==> src/rtl/gtob_decoder.sv <==
// Bit-serial Gray-to-binary decoder with valid/ready handshakes on both sides.
// Decodes MSB first, one bit per clock, and flags codes that are not a single Gray step.
module gtob_decoder #(
  parameter int WIDTH = 4
) (
  input  logic             clk,
  input  logic             rst_n,
  input  logic             in_valid,
  output logic             in_ready,
  input  logic [WIDTH-1:0] gray_in,
  output logic             out_valid,
  input  logic             out_ready,
  output logic [WIDTH-1:0] binary_out,
  output logic             step_err,
  output logic             busy
);

  localparam int CW = $clog2(WIDTH);

  typedef enum logic [1:0] {
    IDLE   = 2'd0,
    DECODE = 2'd1,
    DONE   = 2'd2
  } state_t;

  state_t           state_q;
  logic [WIDTH-1:0] gray_q;
  logic [WIDTH-1:0] dec_q;
  logic [WIDTH-1:0] dec_d;
  logic [WIDTH:0]   decExt;
  logic [CW-1:0]    cnt_q;
  logic [WIDTH-1:0] prevGray_q;
  logic             prevValid_q;
  logic             errPend_q;
  logic             errNext;
  logic [WIDTH-1:0] binary_q;
  logic             stepErr_q;
  logic             outValid_q;

  assign in_ready   = (state_q == IDLE);
  assign busy       = (state_q != IDLE);
  assign out_valid  = outValid_q;
  assign binary_out = binary_q;
  assign step_err   = stepErr_q;

  // A repeated code (zero bits changed) counts as an error, as does any multi-bit jump.
  assign errNext = prevValid_q && ($countones(gray_in ^ prevGray_q) != 1);

  // The zero guard bit above the MSB lets the top bit use the same XOR rule as the rest.
  assign decExt = {1'b0, dec_q};

  always_comb begin
    dec_d = dec_q;
    for (int j = 0; j < WIDTH; j++) begin
      if (cnt_q == CW'(j)) begin
        dec_d[j] = gray_q[j] ^ decExt[j+1];
      end
    end
  end

  always_ff @(posedge clk) begin
    if (!rst_n) begin
      state_q     <= IDLE;
      gray_q      <= '0;
      dec_q       <= '0;
      cnt_q       <= '0;
      prevGray_q  <= '0;
      prevValid_q <= 1'b0;
      errPend_q   <= 1'b0;
      binary_q    <= '0;
      stepErr_q   <= 1'b0;
      outValid_q  <= 1'b0;
    end else begin
      case (state_q)
        IDLE: begin
          if (in_valid) begin
            gray_q      <= gray_in;
            dec_q       <= '0;
            cnt_q       <= CW'(WIDTH - 1);
            errPend_q   <= errNext;
            prevGray_q  <= gray_in;
            prevValid_q <= 1'b1;
            state_q     <= DECODE;
          end
        end
        DECODE: begin
          dec_q <= dec_d;
          if (cnt_q == '0) begin
            binary_q   <= dec_d;
            stepErr_q  <= errPend_q;
            outValid_q <= 1'b1;
            state_q    <= DONE;
          end else begin
            cnt_q <= cnt_q - 1'b1;
          end
        end
        DONE: begin
          if (out_ready) begin
            outValid_q <= 1'b0;
            stepErr_q  <= 1'b0;
            state_q    <= IDLE;
          end
        end
        default: state_q <= IDLE;
      endcase
    end
  end

endmodule

==> config.mk <==
export PLATFORM = sky130hd
export DESIGN_NAME = gtob_decoder
export DESIGN_NICKNAME = d
export VERILOG_FILES = /design/src/rtl/gtob_decoder.sv
export SDC_FILE = /design/constraint.sdc
export NUM_CORES = 1
export LEC_CHECK = 0
export ABC_AREA = 1
export BUFFER_PORTS_ARGS = -buffer_cell sky130_fd_sc_hd__buf_2
export CAP_MARGIN = 20
export CORE_ASPECT_RATIO = 2
export CORE_MARGIN = 2
export CORE_UTILIZATION = 30
export CTS_CLUSTER_DIAMETER = 60
export DETAILED_ROUTE_END_ITERATION = 8
export SLEW_MARGIN = 20
export SYNTH_ARGS = -nofsm -noshare
export SYNTH_HDL_FRONTEND = slang
export SYNTH_SLANG_ARGS = --single-unit
==> constraint.sdc <==
create_clock -name clk -period 1.8 [get_ports clk]
set_input_delay 0.09 -clock clk [delete_from_list [all_inputs] [get_ports clk]]
set_output_delay 0.09 -clock clk [all_outputs]
set_load 0.01 [all_outputs]
# Word level (Yosys, flattened, before mapping)
# Index checks and enable logic that the tools add are counted.
[totals]
regBits = 20
inputBits = 8
out_inout_bits = 8
elab_cells = 57
[classes]
n_addsub = 4
n_eq_ne = 10
mux = 18
bitwise = 4
n_reduce_logical = 12
[ops]
columns = ["op", "count"]
rows = [
  ["2-to-1 mux 2 bit", 5],
  ["AND reduction 3 bit", 3],
  ["inequality test 2 bit, second input constant", 4],
  ["case mux 4 bit (2 select lines)", 1],
  ["2-to-1 mux 1 bit", 7],
  ["equality test 2 bit, second input constant", 3],
  ["case mux 2 bit (3 select lines)", 1],
  ["AND reduction 2 bit", 3],
  ["nonzero test 2 bit", 3],
  ["adder 1 x 1 -> 2 bit", 2],
  ["equality test 2 x 1 -> 1 bit, second input constant", 2],
  ["logical NOT 2 bit", 2],
  ["2-to-1 mux 4 bit", 1],
  ["case mux 1 bit (2 select lines)", 2],
  ["case mux 2 bit (2 select lines)", 1],
  ["XOR 4 bit", 1],
  ["adder 2 x 2 -> 3 bit", 1],
  ["inequality test 3 x 1 -> 1 bit, second input constant", 1],
  ["XOR 1 bit", 3],
  ["subtractor 2 x 1 -> 2 bit, second input constant", 1],
  ["logical AND 1 bit", 1],
]

# Depth between registers and ports, before layout
[depth]
depth_word = 5
ltp_mapped = 9
mapped_depth_nobuf = 9

# Worst setup path before layout
# Ideal clock, no wire load.
[synth_timing]
path_kind = "register to register"
start = "register prevGray_q[0]"
end = "register errPend_q"
setup_ns = 0.122
arrival_ns = 1.674
required_time_ns = 1.678
path_slack_ns = 0.005
stages_incl_launch_ff = 8
path_buffers = 0
synth_period_minus_slack_ns = 1.795
cell_sequence = "dfxtp_1 > xnor2_1 > fa_1 > inv_1 > ha_1 > ha_1 > o21ai_0 > a21oi_1"
[synth_between]
elab_chain_len = 5
[synth_rtl]
columns = ["item", "line_no", "source"]
rows = [
  ["start: declaration", "32", "logic [WIDTH-1:0] prevGray_q;"],
  ["start signal: assignment", "81", "prevGray_q <= gray_in;"],
  ["XOR 4 bit", "47", "assign errNext = prevValid_q && ($countones(gray_in ^ prevGray_q) != 1);"],
  ["adder 1 x 1 -> 2 bit (not written as such)", "47", ""],
  ["adder 2 x 2 -> 3 bit (not written as such)", "47", ""],
  ["inequality test 3 x 1 -> 1 bit", "47", ""],
  ["logical AND 1 bit", "47", ""],
  ["end signal: assignment", "80", "errPend_q <= errNext;"],
  ["end: declaration", "34", "logic errPend_q;"],
]
# Every way passes these cells.
# A chain may end at the register's enable or synchronous reset.

# Final worst setup path
# Same ends and word-level chain as after synthesis.

==> impl_results.md <==
* Core area at 3080 um^2
* CP endpoint kind: flip-flop
* #FFs+latches synth at 19
* Netlist cell types at 21
* Status: complete, no violations
* # IOs at 16
* Vias in the first global route at 784
* CTS buffer count at 3
* Post-Route WL at 1920 um
* Final min period at 1.75 ns
* CTS tree: yes
* WP buf/inv at 2
* DRC violations left at 0
* Syn. warnings at 0
* Post-Syn Nets at 137
* Clock tree buffer depth at 2
* Drt pass-1 iters at 4
* Most common cell after layout, fill and taps aside: nand2_1
* Leading cell types in the layout, fill and taps excluded: nand2_1, dfxtp_1, buf_2
* Worst-margin pin slew at 0.381 ns
* Nets at 158
* Finished Layout Cells at 173
* Layout area overhead at 22.2%
* Avg Inst Size Synth at 7.79 um^2
* Initial DRC Count at 7
* Row Count at 29
* Clk sinks at 19
* Total die area at 3660 um^2
* Post-route cell area at 1160 um^2
* RR Startpoint: prevGray_q[0]
* CP delay by family, top: adder cells
* Initial Utilization at 30.8%
* Critical path data arrival time at 1.89 ns
* Slew headroom at 74.4%
* Largest net degree at the start of global routing at 12
* Setup slack, reg-to-reg at 0.05 ns
* Setup violators final at 0
* GPL Wtd Cong at 0.758
* R2r endpoint: errPend_q
* PD cells at 925 nW/um^2
* VDD IR-drop max at 0.459 mV
* Crit path max fanout at 2
* Startpoint Class: flip-flop
* FMAX at 573 MHz
* Post-synth top area cell: dfxtp_1
* First-pass GRT wire length at 3210 um
* Hold EP: state_q[1]
* Clock Skew at 0.00339 ns
* Hold Crit Depth at 3
* Pins Over Slew Limit at 0
* Vias per cell at 4.77
* Leakage at 0.530 nW
* CP Cell Sequence: xnor2_2, fa_1, inv_1, ha_2, ha_4, inv_2, nand2_2, o21ai_2, a21oi_1
* Synth Instances at 122
* R2R cell count at 9
* Post-synthesis sequential area ratio at 40.0%
* Cell Area, Placed at 1070 um^2
* Tot GR Track Use at 11.4%
* DR WL/cell at 11.1 um
* Synthesized cell area at 951 um^2
* Clk_lat worst skew at 0.26 ns
* RSZ-0062 raised after global routing: true
* # Max-Cap Violations at 0
* Min-delay worst type: in2reg
* N_diodes at 0
* PortBufs at 15
* Share of cells above drive strength 1 at 31.0%
* ANT nets after route at 0
* Largest stage delay, worst path at 0.53 ns
* Placed cell count at 168
* Die Width at 43.8 um
* Crit-path slowest cell: fa_1
* Critical path required time at 1.95 ns
* Initial antenna violation count at 0
* CTS H-Tree Depth at 1
* Hpwl dp at 1460 um
* Final hold violations at 0
* Synth top area share at 40.0%
* Worst hold start: out_ready
* Vias at 825
* CTS clk-pin slew, worst paths at 0.07 ns
* Grt total ovfl at 0
* CTS Hold Bufs at 0
* Chip Height at 83.6 um
* Clk root buf: clkbuf_8
* Final worst-path cycle share at 96.9%
* WHS at 0.106 ns
* Crit Path Class: reg2reg
* Synth top area cells: dfxtp_1, nand2_1, ha_1, a21oi_1, inv_1
[flip-flops by register name, indices dropped and copies added, names as in the netlist]
register and flops:
out_valid 1, prevValid_q 1, errPend_q 1, binary_out 4, prevGray_q 4, state_q 2
dec_q 3, cnt_q 2, step_err 1
[cells in the mapped netlist]
| master | count |
|---|---|
| a21oi_1 | 14 |
| a21oi_2 | 1 |
| buf_2 | 2 |
| dfxtp_1 | 19 |
| fa_1 | 1 |
| ha_1 | 6 |
| inv_1 | 13 |
| inv_2 | 5 |
| nand2_1 | 24 |
| nand2_2 | 1 |
| nand2_4 | 2 |
| nand3_1 | 7 |
| nand3b_1 | 1 |
| nor2_1 | 7 |
| nor2_4 | 2 |
| o21a_1 | 1 |
| o21ai_0 | 6 |
| o21ai_1 | 3 |
| or2_2 | 2 |
| xnor2_1 | 3 |
| xor2_1 | 2 |
[worst max path at each step]
stage	from	endpoint	slack [ns]	depth (start not counted)
floorplan	prevGray_q[0]	errPend_q	0.005	7
global placement	prevGray_q[0]	errPend_q	-0.004	7
finish	prevGray_q[0]	errPend_q	0.05	9
detailed placement	prevGray_q[0]	errPend_q	-0.07	7
global route	prevGray_q[0]	errPend_q	-0.01	9
CTS	prevGray_q[3]	errPend_q	0.03	9
[metal layers]
metal	wire, um	up-vias	track usage [%]	part of all wire [%]
met4	41	0	5.51	2.1
li1	-	427	-	-
met5	0	-	0	0
met1	819	378	12.7	43
met3	82	3	2.38	4.3
met2	975	17	19.4	51
[per-stage QoR]
stage | power (mW) | setup WS, ns | TNS [ns] | util, %
finish | 1.08 | 0.0549 | 0 | 37.7
global route | 1.15 | -0.0116 | -0.0116 | 37.7
CTS | 1.07 | 0.0295 | 0 | 37.5
detailed placement | 0.740 | -0.0689 | -0.0689 | 34.7
global placement | 0.733 | -0.00384 | -0.00384 | 34.7
floorplan | 0.668 | 0.00477 | 0 | -
[layout make-up]
type / count / area, um^2
Clock buffer: 3 / 41.3
Tap cell: 31 / 38.8
Timing Repair Buffer: 18 / 97.6
Sequential cell: 19 / 383
Clock inverter: 1 / 5.00
Inverter: 18 / 67.6
Fill cell: 330 / 1920
Multi-Input combinational cell: 83 / 529
[tightest hold or removal path: cells and delay by family]
family | cells | cell delay [ns]
buffers and inverters | 1 | 0.09
AND/OR/NAND/NOR | 1 | 0.09
AO/OA/AOI/OAI | 1 | 0.06
[power breakdown]
group	switching [mW]	leakage [nW]	total, mW	internal, mW
clock network	0.146	0.0255	0.301	0.154
logic	0.165	0.348	0.293	0.128
registers	0.0259	0.157	0.482	0.456
[cells by family (layout without fill, tap and decap cells)]
group,count (synthesis),in the layout,share of synthesized area (%)
and+or+nand+nor,46,46,23.4
AOI/OAI and AO/OA,25,25,13.8
buffers and inverters,20,40,8.16
DFF,19,19,40.0
adders and majority gates,7,7,10.0
xor gates and xnor gates,5,5,4.61
[timing repair]
item	CTS	global route
setup endpoints to repair	1	1
resized for setup	7	3
pin swaps	6	6
setup buffers	1	0
Note: power is estimated with default switching activity, not from simulation.
